===== config.mk =====
export PLATFORM = sky130hd
export DESIGN_NAME = ram_arbiter
export DESIGN_NICKNAME = d
export VERILOG_FILES = /design/src/rtl/ram_arb_pkg.sv /design/src/rtl/ram_arb_starve.sv /design/src/rtl/ram_arbiter.sv
export SDC_FILE = /design/constraint.sdc
export NUM_CORES = 1
export LEC_CHECK = 0
export ABC_AREA = 0
export CAP_MARGIN = 20
export CELL_PAD_IN_SITES_DETAIL_PLACEMENT = 1
export CELL_PAD_IN_SITES_GLOBAL_PLACEMENT = 2
export CORE_MARGIN = 2
export CORE_UTILIZATION = 13
export CTS_CLUSTER_SIZE = 8
export DETAILED_ROUTE_END_ITERATION = 16
export PLACE_DENSITY_LB_ADDON = 0.1
export SYNTH_ARGS = -nofsm -noshare
export SYNTH_HDL_FRONTEND = slang
export SYNTH_HIERARCHICAL = 1
export SYNTH_SLANG_ARGS = --single-unit

===== constraint.sdc =====
create_clock -name mclk -period 1.9 [get_ports mclk]
set_input_delay 0.38 -clock mclk [delete_from_list [all_inputs] [get_ports mclk]]
set_output_delay 0.38 -clock mclk [all_outputs]
set_load 0.05 [all_outputs]

===== src/rtl/ram_arb_pkg.sv =====
// Shared definitions for the two-master RAM arbiter: read-owner encoding and
// the all-ones write-enable value that marks a read access.
package ram_arb_pkg;

  typedef enum logic [1:0] {
    OWN_NONE = 2'd0,
    OWN_CPU  = 2'd1,
    OWN_DMA  = 2'd2
  } rd_owner_e;

  localparam logic [1:0] WEN_READ = 2'b11;

  function automatic logic is_read(input logic [1:0] wen);
    return (wen == WEN_READ);
  endfunction

endpackage


===== src/rtl/ram_arb_starve.sv =====
// Saturating DMA starvation counter: counts consecutive denied DMA requests
// and flags when DMA has waited long enough to win the next slot.
module ram_arb_starve #(
  parameter int STARVE_MAX = 4
) (
  input  logic       clk_i,
  input  logic       rst_n_i,
  input  logic       dma_req_i,
  input  logic       dma_gnt_i,
  output logic [3:0] cnt_o,
  output logic       starved_o
);

  localparam logic [3:0] CNT_MAX = 4'(STARVE_MAX);

  logic [3:0] cnt_q;
  logic [3:0] cnt_d;

  // Any grant or a dropped request ends the starvation streak.
  always_comb begin
    cnt_d = cnt_q;
    if (!dma_req_i || dma_gnt_i) begin
      cnt_d = 4'd0;
    end else if (cnt_q != CNT_MAX) begin
      cnt_d = cnt_q + 4'd1;
    end
  end

  always_ff @(posedge clk_i) begin
    if (!rst_n_i) begin
      cnt_q <= 4'd0;
    end else begin
      cnt_q <= cnt_d;
    end
  end

  assign cnt_o     = cnt_q;
  assign starved_o = (cnt_q == CNT_MAX);

endmodule


===== src/rtl/ram_arbiter.sv =====
// Two-master (CPU/DMA) single-port RAM arbiter with combinational grant,
// starvation relief for DMA and one-cycle read-return tagging.
// Optional DMA burst lock is built when RAM_ARB_LOCK_EN is defined.
//
// Handshake: a master holds *_req with its address/wen/din; the access is
// issued to RAM in any cycle where *_gnt is high (same cycle, no hold needed
// afterwards). For reads, *_rvalid is high exactly one cycle later and
// qualifies *_dout; there is no back-pressure on the return path.
module ram_arbiter
  import ram_arb_pkg::*;
#(
  parameter int ADDR_MSB   = 6,
  parameter int STARVE_MAX = 4
) (
  input  logic              mclk,
  input  logic              puc_rst_n,

  input  logic              cpu_req,
  input  logic [ADDR_MSB:0] cpu_addr,
  input  logic [1:0]        cpu_wen,
  input  logic [15:0]       cpu_din,
  output logic              cpu_gnt,
  output logic              cpu_rvalid,
  output logic [15:0]       cpu_dout,

  input  logic              dma_req,
  input  logic [ADDR_MSB:0] dma_addr,
  input  logic [1:0]        dma_wen,
  input  logic [15:0]       dma_din,
  output logic              dma_gnt,
  output logic              dma_rvalid,
  output logic [15:0]       dma_dout,
`ifdef RAM_ARB_LOCK_EN
  input  logic              dma_lock,
`endif

  output logic              ram_cen,
  output logic [ADDR_MSB:0] ram_addr,
  output logic [1:0]        ram_wen,
  output logic [15:0]       ram_din,
  input  logic [15:0]       ram_dout,

  output logic [3:0]        dbg_starve_cnt,
  output logic [1:0]        dbg_rd_owner
);

  logic      starved;
  logic      lock_act;
  rd_owner_e rd_owner_q;
  rd_owner_e rd_owner_d;

  ram_arb_starve #(
    .STARVE_MAX (STARVE_MAX)
  ) u_starve (
    .clk_i     (mclk),
    .rst_n_i   (puc_rst_n),
    .dma_req_i (dma_req),
    .dma_gnt_i (dma_gnt),
    .cnt_o     (dbg_starve_cnt),
    .starved_o (starved)
  );

`ifdef RAM_ARB_LOCK_EN
  logic lock_q;
  logic lock_d;

  // Lock survives only while each granted DMA cycle keeps dma_lock high.
  assign lock_d   = dma_gnt & dma_lock;
  assign lock_act = lock_q;

  always_ff @(posedge mclk) begin
    if (!puc_rst_n) begin
      lock_q <= 1'b0;
    end else begin
      lock_q <= lock_d;
    end
  end
`else
  assign lock_act = 1'b0;
`endif

  // Grants are gated by reset so nothing reaches the RAM during reset.
  always_comb begin
    dma_gnt = puc_rst_n & dma_req & (~cpu_req | starved | lock_act);
    cpu_gnt = puc_rst_n & cpu_req & ~dma_gnt;
  end

  always_comb begin
    ram_addr = '0;
    ram_wen  = WEN_READ;
    ram_din  = 16'h0000;
    if (cpu_gnt) begin
      ram_addr = cpu_addr;
      ram_wen  = cpu_wen;
      ram_din  = cpu_din;
    end else if (dma_gnt) begin
      ram_addr = dma_addr;
      ram_wen  = dma_wen;
      ram_din  = dma_din;
    end
  end

  assign ram_cen = ~(cpu_gnt | dma_gnt);

  always_comb begin
    rd_owner_d = OWN_NONE;
    if (cpu_gnt && is_read(cpu_wen)) begin
      rd_owner_d = OWN_CPU;
    end else if (dma_gnt && is_read(dma_wen)) begin
      rd_owner_d = OWN_DMA;
    end
  end

  always_ff @(posedge mclk) begin
    if (!puc_rst_n) begin
      rd_owner_q <= OWN_NONE;
    end else begin
      rd_owner_q <= rd_owner_d;
    end
  end

  // Masking with reset drops a read return that would land inside reset.
  assign cpu_rvalid   = puc_rst_n & (rd_owner_q == OWN_CPU);
  assign dma_rvalid   = puc_rst_n & (rd_owner_q == OWN_DMA);
  assign cpu_dout     = ram_dout;
  assign dma_dout     = ram_dout;
  assign dbg_rd_owner = rd_owner_q;

endmodule


Word level (Yosys, flattened, before mapping)
Index checks and enable logic that the tools add are counted.
{ "word_totals": {"reg_bits": 6, "inputBits": 70, "output_inout_bits": 68, "elab_cells": 36} }
{ "classes": {"n_addsub": 1, "eq_ne": 6, "mux": 8, "n_bitwise": 12, "n_reduce_logical": 6} }
{ "ops": {"columns": ["cell", "count"], "rows": [
  ["$mux W16", 2],
  ["$mux W7", 2],
  ["$and A1 B1 Y1", 6],
  ["$eq A2 B2 Y1 const B", 3],
  ["$mux W2", 3],
  ["$add A4 B1 Y4 const B", 1],
  ["$eq A4 B3 Y1 const B", 1],
  ["$ne A4 B3 Y1 const B", 1],
  ["$not A1 Y1", 4],
  ["$reduce_or A2 Y1", 2],
  ["$eq A2 B1 Y1 const B", 1],
  ["$logic_and A1 B1 Y1", 2],
  ["$or A1 B1 Y1", 2],
  ["$logic_not A1 Y1", 1],
  ["$logic_or A1 B1 Y1", 1],
  ["$mux W1", 1]
]} }

Depth between registers and ports, before layout
{ "depth": {"word_depth": 7, "ltp_mapped": 10, "ltp_nobuf": 8} }

Hierarchy
Netlist, hierarchy kept.
{ "by_module_without_submodules": {"columns": ["module", "instances", "cells_per_inst", "area_per_inst_um2", "seq_area_each_um2"], "rows": [
  ["ram_arbiter", 1, 140, 1053.5, 40.0],
  ["ram_arb_starve", 1, 21, 206.4, 80.1]
]} }

Worst setup path after synthesis
Ideal clock, no wire load.
{ "synth_timing": {"kind": "register to output", "from": "reg u_starve.cnt_q[0], in the netlist u_starve/cnt_o[0]", "to": "out ram_addr[0]", "arrival_ps": 2471, "t_required_ps": 1520, "slack_ps": -951, "path_stages_with_launch": 8, "path_buffers": 1, "cell_sequence": "dfxtp_1 -> inv_1 -> ha_1 -> nand3b_4 -> inv_1 -> nor2b_1 -> buf_6 -> o32ai_1"} }
{ "synth_via": {"elab_chain_len": 6, "elab_cells_between_ends": 7, "classes_between": "eq/ne (1); mux (2); bitwise (4)"} }
{ "synth_rtl": {"columns": ["item", "line_no", "rtl"], "rows": [
  ["start, declared", "ram_arb_starve.sv:16", "logic [3:0] cnt_q;"],
  ["start signal, assigned", "ram_arb_starve.sv:33", "cnt_q <= cnt_d;"],
  ["$eq A4 B3 Y1 (*)", "ram_arb_starve.sv:38", "assign starved_o = (cnt_q == CNT_MAX);"],
  ["named net starved", "ram_arbiter.sv:47", "logic starved;"],
  ["$or A1 B1 Y1 (*)", "ram_arbiter.sv:84", "dma_gnt = puc_rst_n & dma_req & (~cpu_req | starved | lock_act);"],
  ["$and A1 B1 Y1 (*)", "ram_arbiter.sv:84", null],
  ["$not A1 Y1", "ram_arbiter.sv:85", "cpu_gnt = puc_rst_n & cpu_req & ~dma_gnt;"],
  ["$and A1 B1 Y1", "ram_arbiter.sv:85", null],
  ["$mux W7 (*)", "ram_arbiter.sv:92", "if (cpu_gnt) begin"],
  ["end, declared", "ram_arbiter.sv:38", "output logic [ADDR_MSB:0] ram_addr,"]
]} }
Mark *: on every way through the listed nets, which the timed path passes. The rest lies on a longest branch.

Final worst setup path
{ "layout_timing": {"from": "reg u_starve.cnt_q[0], in the netlist u_starve/cnt_o[0]", "to": "out ram_wen[0]"} }
{ "layout_via": {"elab_chain_len": 6, "elab_cells_between_ends": 7, "classes_between": "eq/ne (1); mux (2); bitwise (4)"} }
{ "layout_rtl": {"columns": ["item", "line_no", "rtl"], "rows": [
  ["$eq A4 B3 Y1 (*)", "ram_arb_starve.sv:38", null],
  ["named net starved", "ram_arbiter.sv:47", null],
  ["$or A1 B1 Y1 (*)", "ram_arbiter.sv:84", null],
  ["$and A1 B1 Y1 (*)", "ram_arbiter.sv:84", null],
  ["$not A1 Y1", "ram_arbiter.sv:85", null],
  ["$and A1 B1 Y1", "ram_arbiter.sv:85", null],
  ["$mux W2 (*)", "ram_arbiter.sv:92", null],
  ["end, declared", "ram_arbiter.sv:39", "output logic [1:0] ram_wen,"]
]} }
Marked as above.

==> results.txt <==
----------------------------------------------------
[Yosys]
  Fraction of synthesis flops using an asynchronous set or reset pin ... 0
  Main synth FF type ... sky130_fd_sc_hd__dfxtp_1
  Mean instance size in the synthesized netlist ... just under 8 um2
  Number of distinct library cell variants in the gate-level netlist after synthesis ... 26
  Top cell type's share of synthesized area ... 0.2582
  Yosys warning count ... 6
  Cells after Synth ... 161
  Synth area leaders ... sky130_fd_sc_hd__o32ai_2 (26%), sky130_fd_sc_hd__buf_4 (19%), sky130_fd_sc_hd__nand2_1 (15%)
  Largest area contributor in the synthesized netlist ... sky130_fd_sc_hd__o32ai_2
  EDFF count, synth ... 0
  Syn Nets ... about 230
  Netlist Area Pre-Place ... 0.001260 mm2
  Total of flip-flops plus latches after synthesis ... 6
  Most used standard cell by instance count after synthesis ... sky130_fd_sc_hd__nand2_1
  Sequential cell area fraction in the yosys report ... 0.09533
  Most common library cells after synthesis ... sky130_fd_sc_hd__nand2_1 (50), sky130_fd_sc_hd__buf_4 (32), sky130_fd_sc_hd__o32ai_2 (20), sky130_fd_sc_hd__buf_6 (8), sky130_fd_sc_hd__nor2_1 (7)

[Timing]
  Min Tclk post-route ... 2.088 ns
  Final Hold Vio Count ... 0
  Clock Skew ... 0.003527 ns
  Achievable frequency ... 479.0 MHz
  Count of final max-slew check failures ... 0
  Setup TNS after final layout ... -3.888 ns
  Part of the cycle the worst path needs ... 1.099
  Post-route worst setup slack ... -0.1875 ns
  Max_slew headroom ... 0.6669
  Pin slew with the least headroom to its limit ... about 0.5 ns
  Final count of negative-setup-slack endpoints ... 27
  Unrepaired setup endpoints after global routing ... yes

[Routing]
  Number of DRC violations after detailed routing ... 0
  Routed wire length ... 5350 um
  Detailed-router iteration count before antenna repair ... 2
  Routed wirelength normalized by instance count ... 14.78 um
  Number of violations reported at the end of detailed-routing iteration 0 ... 7
  Total number of vias ... 1391
  Count of antenna-violating nets left after detailed routing ... 0
  Post-DR vias/cell ... between 3 and 4

[Setup path]
  Crit path launch type ... register
  Top fanout value on the critical path ... 3
  Worst path arrival time ... between 1.5 and 2 ns
  Category of the critical setup timing path ... register to output port
  Sort of element at the end of the critical path ... output port
  Worst Path Required ... 1.52 ns

[Placed design]
  Final RePlAce weighted congestion ... 0.7284
  Worst slack at placement ... -0.3025 ns
  Quantity of I/O buffers inserted on ports ... approximately 90
  HPWL reported at the end of detailed placement ... 4239 um

[Global routing]
  M1 GR Usage ... 0.1052
  Met2 usage in global routing ... 0.1805
  Overall global routing resource usage ... 0.09512
  Fraction of met3 tracks used by global routing ... 0.02873
  Remaining Overflow, GRT ... 0
  Via count of the first global-routing pass ... 1577
  Number of antenna violations at the first check in global routing ... 0
  Top Usage Layer GRT ... met2
  Largest net degree at the start of global routing ... 32
  Wire length of the first global-routing pass ... 7893 um

[Final layout]
  Total inserted antenna cells ... 0
  Syn-to-layout area delta ... 116.9%
  Layout cell share with drive strength beyond 1 ... 0.4549
  Number of nets at the end of the flow ... 306

[Clock network]
  CTS buffer count ... 3
  Maximum count of clock buffers along a single path ... 2
  CTS tree ... done
  Htree depth ... 1
  Clock latency reported for the late side of the worst-skew pair ... 0.22 ns
  Clock edge transition at the registers on the reported setup and hold paths ... 0.04 ns
  Clock tree root buffer cell ... sky130_fd_sc_hd__clkbuf_8
  CTS hold repair buffers ... 0
  CTS Sinks ... 6

[Hold path]
  Type of the most critical hold path ... register to register

[Power and ir drop]
  Power per cell area ... roughly 370 mW/mm2
  Leakage power summed over all cells ... ~0.001 uW
  Peak supply drop ... 0.2804 mV

[Job]
  Count of maximum capacitance violations ... 0

[Die]
  Vert. Die Dim ... slightly above 100 um
  Width of the die ... 102.4 um
  Standard-cell row count ... 35
  Floorplan die area ... 0.01050 mm2
  Count of boundary I/O pins ... between 100 and 150
  Area of the placeable core ... just over 0.009 mm2
  Starting utilization of the core area ... 0.1351

[Status]
  Violated checks ... setup timing
  Result of the run ... finished with violations

----------------------------------------------------
==> path summary, 6_finish.rpt <==
kind | start | end | slack [ns] | depth (start not counted)
max reg2reg | u_starve/cnt_o[0] | u_starve/cnt_o[2] | 0.20 | 9
min | u_starve/cnt_o[3] | u_starve/cnt_o[3] | 0.52 | 2
min reg2reg | u_starve/cnt_o[3] | u_starve/cnt_o[3] | 0.52 | 2
max | u_starve/cnt_o[0] | ram_wen[0] | -0.19 | 8
==> what timing repair did <==
item / CTS / global route
resized for setup: 30 / 3
buffers inserted: 3 / 2
hold endpoints to repair: 0 / 0
pin swaps: 3 / 2
cloned: 1 / 1
setup endpoints to repair: 27 / 27
==> critical path, stage by stage (launching register included) <==
cell and delay (ns):
sky130_fd_sc_hd__dfxtp_4 0.35, sky130_fd_sc_hd__inv_4 0.04, sky130_fd_sc_hd__ha_4 0.16, sky130_fd_sc_hd__nand3b_4 0.08, sky130_fd_sc_hd__inv_4 0.05, sky130_fd_sc_hd__buf_4 0.13
sky130_fd_sc_hd__or2b_4 0.27, sky130_fd_sc_hd__a32oi_4 0.25, sky130_fd_sc_hd__buf_12 0.17
==> placed cells by master (no fill, tap or decap), types with 3 or more instances in the layout <==
master                            Yosys  routed
sky130_fd_sc_hd__buf_4               32      21
sky130_fd_sc_hd__o32ai_4              0      21
sky130_fd_sc_hd__clkdlybuf4s50_1      0      51
sky130_fd_sc_hd__buf_6                8      24
sky130_fd_sc_hd__buf_12               0      14
sky130_fd_sc_hd__nor2b_1              5       4
sky130_fd_sc_hd__clkbuf_8             0       3
sky130_fd_sc_hd__nor2_1               7       5
sky130_fd_sc_hd__nand2_1             50      50
==> cell type report <==
cell class,instances,area [um2]
Tap cell,129,161.4
Multi-Input combinational cell,104,1106
Sequential cell,6,130.1
Inverter,5,23.77
Timing Repair Buffer,114,1266
Fill cell,1060,6595
Clock buffer,4,45.04
==> power breakdown <==
| part | internal [uW] | switching (uW) | total (uW) |
|---|---|---|---|
| registers | 128 | 2.60 | 131 |
| clock network | 145 | 58.0 | 203 |
| logic | 322 | 354 | 676 |
| total | 595 | 414 | 1010 |
==> logic make-up (layout without fill, tap and decap cells) <==
kind of cell	count (synthesis)	count (layout)	share of synthesized area
AOI/OAI and AO/OA	29	29	0.3148
xor gates and xnor gates	2	2	0.01391
adders and majority gates	2	2	0.01986
buffers and inverters	51	123	0.2999
DFF	6	6	0.09534
muxes	2	2	0.01589
and+or+nand+nor	69	69	0.2403
==> through the flow <==
stage               cells  cell area (um2)  hold WS [ns]  power (uW)    util
floorplan             161             1588        0.4983       691.1       -
global placement      352             2489        0.5051       759.2  0.2668
detailed placement    352             2489        0.5078       770.2  0.2668
CTS                   360             2709        0.5221        1027  0.2904
global route          362             2733        0.5890        1065  0.2930
finish                362             2733        0.5150        1010  0.2930
==> sequential cells by signal, indices dropped and copies added (netlist names) <==
register / cells
dbg_rd_owner: 2
u_starve/cnt_o: 4
==> routing by layer <==
metal | vias up | wire, um
met5 | - | 0
met1 | 653 | 1969
met2 | 62 | 2876
met4 | 0 | 76
met3 | 6 | 427
li1 | 670 | -
Power figures use the tool's default switching activity.
